**src/rtl/seg_scan_driver.sv**
```systemverilog
// ---------------------------------------------------------------------------
// seg_scan_driver
//
// Time-multiplexed scan controller for an N-digit common-anode 7-segment
// display. A frame-coherent shadow copy of the display value is stepped
// through one digit per slot. For every slot the block presents the digit's
// nibble and a decoder enable to a downstream hex-to-7-segment decoder and
// pulls the matching anode select low.
//
// Parameters
//   NUM_DIGITS   digits scanned (2..8)
//   REFRESH_DIV  clock cycles per digit slot (>= DEAD_CYCLES+1)
//   DEAD_CYCLES  cycles at the start of each slot with every anode off
//
// Ports
//   clk         in   system clock, rising edge
//   rst_n       in   asynchronous active-low reset
//   digits_in   in   display value, digit k = [4k+3:4k], digit 0 rightmost
//   blank_in    in   per-digit blank request (1 = digit dark)
//   load        in   single-cycle strobe capturing digits_in / blank_in
//   data_out    out  nibble of the current digit (decoder data)
//   enable      out  decoder enable
//   digit_sel   out  active-low one-hot anode select
//   frame_done  out  high for the last cycle of each frame
// ---------------------------------------------------------------------------
module seg_scan_driver #(
    parameter int unsigned NUM_DIGITS  = 4,
    parameter int unsigned REFRESH_DIV = 50000,
    parameter int unsigned DEAD_CYCLES = 2
) (
    input  logic                    clk,
    input  logic                    rst_n,
    input  logic [4*NUM_DIGITS-1:0] digits_in,
    input  logic [NUM_DIGITS-1:0]   blank_in,
    input  logic                    load,
    output logic [3:0]              data_out,
    output logic                    enable,
    output logic [NUM_DIGITS-1:0]   digit_sel,
    output logic                    frame_done
);

    localparam int unsigned CNT_W = (REFRESH_DIV > 1) ? $clog2(REFRESH_DIV) : 1;
    localparam int unsigned IDX_W = $clog2(NUM_DIGITS);

    localparam logic [CNT_W-1:0] CNT_LAST = CNT_W'(REFRESH_DIV - 1);
    localparam logic [IDX_W-1:0] IDX_LAST = IDX_W'(NUM_DIGITS - 1);
    localparam logic [CNT_W-1:0] DEAD_END = CNT_W'(DEAD_CYCLES);

    // -----------------------------------------------------------------------
    // State
    // -----------------------------------------------------------------------
    logic [CNT_W-1:0]                 r_cnt;
    logic [IDX_W-1:0]                 r_idx;
    logic [NUM_DIGITS-1:0][3:0]       r_pend_d;
    logic [NUM_DIGITS-1:0]            r_pend_b;
    logic [NUM_DIGITS-1:0][3:0]       r_shad_d;
    logic [NUM_DIGITS-1:0]            r_shad_b;

    // -----------------------------------------------------------------------
    // Next-state values
    // -----------------------------------------------------------------------
    logic                             w_cnt_last;
    logic                             w_boundary;
    logic [CNT_W-1:0]                 w_cnt_nxt;
    logic [IDX_W-1:0]                 w_idx_nxt;
    logic [NUM_DIGITS-1:0][3:0]       w_pend_d_nxt;
    logic [NUM_DIGITS-1:0]            w_pend_b_nxt;
    logic [NUM_DIGITS-1:0][3:0]       w_shad_d_nxt;
    logic [NUM_DIGITS-1:0]            w_shad_b_nxt;

    // Output values computed from the next state so the registered outputs
    // line up with the state they describe in the same cycle.
    logic                             w_dead_nxt;
    logic                             w_en_nxt;
    logic [3:0]                       w_data_nxt;
    logic [NUM_DIGITS-1:0]            w_sel_nxt;
    logic                             w_fd_nxt;

    always_comb begin
        w_cnt_last = (r_cnt == CNT_LAST);
        w_boundary = w_cnt_last && (r_idx == IDX_LAST);

        w_cnt_nxt  = w_cnt_last ? '0 : r_cnt + 1'b1;
        w_idx_nxt  = r_idx;
        if (w_cnt_last) begin
            w_idx_nxt = (r_idx == IDX_LAST) ? '0 : r_idx + 1'b1;
        end

        w_pend_d_nxt = r_pend_d;
        w_pend_b_nxt = r_pend_b;
        if (load) begin
            w_pend_d_nxt = digits_in;
            w_pend_b_nxt = blank_in;
        end

        // The shadow copy only moves at the frame boundary; a load landing on
        // the boundary cycle is taken directly so it is not a frame late.
        w_shad_d_nxt = r_shad_d;
        w_shad_b_nxt = r_shad_b;
        if (w_boundary) begin
            w_shad_d_nxt = w_pend_d_nxt;
            w_shad_b_nxt = w_pend_b_nxt;
        end
    end

    // With no dead phase the compare against zero would be constant, so the
    // dead-phase detector is only built when it can be true.
    if (DEAD_CYCLES == 0) begin : g_no_dead
        assign w_dead_nxt = 1'b0;
    end else begin : g_dead
        assign w_dead_nxt = (w_cnt_nxt < DEAD_END);
    end

    always_comb begin
        w_data_nxt = w_shad_d_nxt[w_idx_nxt];
        w_en_nxt   = !w_dead_nxt && !w_shad_b_nxt[w_idx_nxt];
        w_fd_nxt   = (w_idx_nxt == IDX_LAST) && (w_cnt_nxt == CNT_LAST);

        // An anode is only ever pulled low together with the decoder enable;
        // a disabled decoder drives all segments on.
        w_sel_nxt = '1;
        if (w_en_nxt) begin
            for (int unsigned i = 0; i < NUM_DIGITS; i++) begin
                if (w_idx_nxt == IDX_W'(i)) begin
                    w_sel_nxt[i] = 1'b0;
                end
            end
        end
    end

    // -----------------------------------------------------------------------
    // Registers
    // -----------------------------------------------------------------------
    always_ff @(posedge clk or negedge rst_n) begin
        if (!rst_n) begin
            r_cnt    <= '0;
            r_idx    <= '0;
            r_pend_d <= '0;
            r_pend_b <= '0;
            r_shad_d <= '0;
            r_shad_b <= '0;
        end else begin
            r_cnt    <= w_cnt_nxt;
            r_idx    <= w_idx_nxt;
            r_pend_d <= w_pend_d_nxt;
            r_pend_b <= w_pend_b_nxt;
            r_shad_d <= w_shad_d_nxt;
            r_shad_b <= w_shad_b_nxt;
        end
    end

    always_ff @(posedge clk or negedge rst_n) begin
        if (!rst_n) begin
            data_out   <= '0;
            enable     <= 1'b0;
            digit_sel  <= '1;
            frame_done <= 1'b0;
        end else begin
            data_out   <= w_data_nxt;
            enable     <= w_en_nxt;
            digit_sel  <= w_sel_nxt;
            frame_done <= w_fd_nxt;
        end
    end

endmodule

```
**config.mk**
```make
export PLATFORM = sky130hd
export DESIGN_NAME = seg_scan_driver
export DESIGN_NICKNAME = d
export VERILOG_FILES = /design/src/rtl/seg_scan_driver.sv
export SDC_FILE = /design/constraint.sdc
export NUM_CORES = 1
export LEC_CHECK = 0
export BUFFER_PORTS_ARGS = -buffer_cell sky130_fd_sc_hd__buf_2
export CAP_MARGIN = 20
export CORE_ASPECT_RATIO = 1.2
export CORE_MARGIN = 5
export CORE_UTILIZATION = 63
export DETAILED_ROUTE_END_ITERATION = 6
export GPL_TIMING_DRIVEN = 0
export PLACE_DENSITY_LB_ADDON = 0.25
export RECOVER_POWER = 100
export SKIP_CTS_REPAIR_TIMING = 1
export SYNTH_ARGS = -nofsm -noshare
export SYNTH_HDL_FRONTEND = slang
export SYNTH_SLANG_ARGS = --single-unit
```
**constraint.sdc**
```tcl
create_clock -name clk -period 9.1 [get_ports clk]
set_clock_uncertainty 0.15 [all_clocks]
set_input_delay 0.455 -clock clk [delete_from_list [all_inputs] [get_ports clk]]
set_output_delay 0.455 -clock clk [all_outputs]
set_load 0.05 [all_outputs]
```
==> flow_summary.yaml <==
setup_path:
  timing_worst_setup_path_type: "flip-flop to flip-flop"
  crit_chain: "ha_1 > nand3_1 > clkbuf_1 > nor2_1 > mux2i_1 > mux2_1 > a221o_1"
  worst_path_largest_cell_delay_ns: 0.75
  worstPathArrival_ns: 3.63
  crit_start_category: "flip-flop"
  critical-path-slowest-cell: "mux2i_1"
  critical_path_required_ns: 9.17
  rr_worst_depth: 7
  timing.critical_path.fanout_max: 10
  endpoint_kind: "flip-flop"
yosys:
  synth-compound-area-share_pct: 8.593
  synth_commonest_cells: "64 x dfrtp_1, 37 x mux2_2, 27 x nand2_1"
  synth_area_leaders: "dfrtp_1 50%, mux2_2 13%, dfstp_2 3.3%"
  postSynth.asyncResetShare_pct: 100.0
  synth-adder-area-share_pct: 1.166
  syn_nets: 292
  synth.yosys.warnings: 0
  count_of_flip_flops_with_a_built_in_enable_after_synthesis: 0
  ys_seq_area_share_pct: 53.03
  syn_area_mm2: 0.003218
  yosysTopAreaCell: "dfrtp_1"
  ys_ff_latch: 68
  ys_dominant_reg_cell: "dfrtp_1"
  synth_cells: 266
  yosysMostFrequentCell: "dfrtp_1"
  synth_top_family_by_area: "simple AND/OR/NAND/NOR gates"
  distinct_cell_type_count_of_the_synthesized_netlist: 59
  synth_simple_gate_area_share_pct: 16.37
  xor_xnor_portion_of_the_synthesized_cell_area_pct: 2.994
  yosysTopAreaCellShare_pct: 49.77
  muxShareOfSynthArea_pct: 13.88
  syn-mean-instance-area_um2: 12.10
layout:
  insertedDiodeCount: 0
  nFillCells: 377
  area_delta_synth_final_pct: 11.94
  drive_gt1_share_pct: 18.21
  final_design_area_no_fill_mm2: 0.003602
  fin_nets: 334
pwr:
  power.combinational.fraction_pct: 3.8
  internal-power_uw: 453.5
  sw_frac_of_total_pct: 21.68
  seq_power_share_pct: 54.1
  report.power.total_uw: 579.0
  vdd.ir_drop.worst_v: 0.00007482
  total_leakage_power_nw: 1.670
  power_frac_clock_pct: 42.1
  psw_uw: 125.5
  power_per_cell_area_mw_per_mm2: 160.7
routing:
  routed_wirelength_um: 6186
  vias: 2218
  initialDrtViolationCount: 133
  remaining_design_rule_violation_count: 0
  vias_cell: 5.946
  detail_route.first_pass.iterations: 4
  ant_nets: 0
  routed_wire_length_per_instance_um: 16.58
placed_design:
  gp_congestion: 0.7822
  dp_hpwl_um: 4358
  placement.io_buffers: 31
  place_area_mm2: 0.003451
die:
  die-height_um: 88.29
  die_area_mm2: 0.006643
  floorplan.io_pins: 33
  rows: 28
  placeableCoreArea_mm2: 0.004940
  die_width_um: 75.25
  initial_core_util_pct: 65.15
global_routing:
  number_of_global_route_vias_before_repair: 2263
  grt_max_degree: 69
  grt_antenna_before_repair: 0
  grt.overflow.total: 0
  grt_first_pass_wirelength_um: 10590
  grt_use_total_pct: 21.66
clock_tree:
  tritoncts: "built"
  numClockSinks: 68
  htree_num_levels: 3
  cts_root_cell: "clkbuf_8"
  clock_latency_ns: 0.34
  cts-buffers-inserted: 9
  maximum_root_to_sink_buffer_count: 2
  worst_path_clk_slew_ns: 0.07
worst_hold_path:
  hold_path.class: "input port to flip-flop"
  hold_path_depth: 2
run_status:
  violations: "capacitance limit, slew limit"
  result_of_the_run: "finished, violations left"
timing:
  setup_tns_ns: 0
  report.final.setup_viol: 0
  max_freq_mhz: 280.5
  finalHoldViolations: 0
  layout_min_cycle_time_ns: 3.565
  timing_worst_slew_pin_value_ns: 3.437
  slew_headroom_pct: -129.2
  finalCritPeriodShare_pct: 39.18
  grt_setup_unrepaired: "no"
  timing.final.max_slew_violations: 69
flow_run:
  max-cap-violations: 1
==> power groups by stage <==
stage | logic, mW | registers, mW | clock network (mW)
floorplan | 0.0123 | 0.318 | 0
global placement | 0.0237 | 0.318 | 0
CTS | 0.0251 | 0.313 | 0.251
detailed placement | 0.0249 | 0.319 | 0
finish | 0.0222 | 0.313 | 0.244
global route | 0.0258 | 0.313 | 0.265
==> cell families (layout without fill, tap and decap cells) <==
group           count (synthesis)  after routing
simple gates                   87             87
flops                          68             68
mux                            40             40
compound gates                 37             37
buf+inv                        20             67
xor+xnor                       11             11
fa+ha+maj                       3              3
==> path summary, 6_finish.rpt <==
check                        startpoint      endpoint  slack [ns]
min reg2reg                r_shad_d[15]  r_shad_d[15]        0.32
max in group asynchronous         rst_n      r_cnt[0]        5.75
min in group asynchronous         rst_n   r_pend_d[1]        1.12
min                        digits_in[9]   r_pend_d[9]        0.20
max reg2reg                    r_cnt[0]   data_out[1]        5.53
max                            r_cnt[0]   data_out[1]        5.53
==> state kept, by name (all words and copies together) (netlist names) <==
signal	cells
r_pend_d	16
r_cnt	16
r_idx	2
digit_sel	4
frame_done	1
r_shad_b	4
data_out	4
r_pend_b	4
r_shad_d	16
enable	1
==> final cells by class <==
class	count	area [µm²]	area share, %
timing repair buffer	31	141.4	3.925
clock inverter	6	63.81	1.771
buffer	12	85.08	2.362
multi-input combinational	178	1363	37.83
inverter	8	30.03	0.8336
clock buffer	10	137.6	3.821
sequential	68	1707	47.38
tap	60	75.07	2.084
==> through the flow <==
stage | hold WS [ns] | utilization, % | cells | worst slack, ns
5_1_grt | 0.1994 | 72.92 | 373 | 4.973
4_1_cts | 0.07716 | 73.94 | 373 | 5.878
2_1_floorplan | 0.009409 | - | 266 | 6.237
3_3_place_gp | 0.2975 | 69.81 | 357 | 5.969
3_5_place_dp | 0.3040 | 69.86 | 357 | 5.953
6_report | 0.2016 | 72.92 | 373 | 5.535
==> per-layer routing <==
metal / track usage (%) / share of wire (%) / vias to the layer above
met3: 3.864 / 5.1 / 14
met5: 0 / 0 / -
met2: 37.24 / 52 / 56
met4: 12.72 / 2.3 / 0
li1: - / - / 1052
met1: 24.93 / 40 / 1096
==> critical path, delay by kind of cell, from the launching register on <==
family	cells	cell delay [ns]
DFF	1	0.45
muxes	2	1.19
AOI/OAI and AO/OA	1	0.32
buffers and inverters	1	0.30
and+or+nand+nor	2	0.74
adders and majority gates	1	0.30
==> cells in the final DEF (no fill, tap or decap), types with 6 or more instances in the layout <==
master	synthesis	layout
dfrtp_1	64	64
mux2_1	0	33
nand2_1	27	27
buf_2	4	20
clkbuf_1	2	18
clkbuf_8	1	11
nand4_1	8	8
nor2_1	7	8
inv_1	8	8
o21ai_0	6	7
nand3_1	6	6
xnor2_1	6	6
nor2b_1	6	6
a21oi_1	5	6
Note: power is estimated with default switching activity, not from simulation.
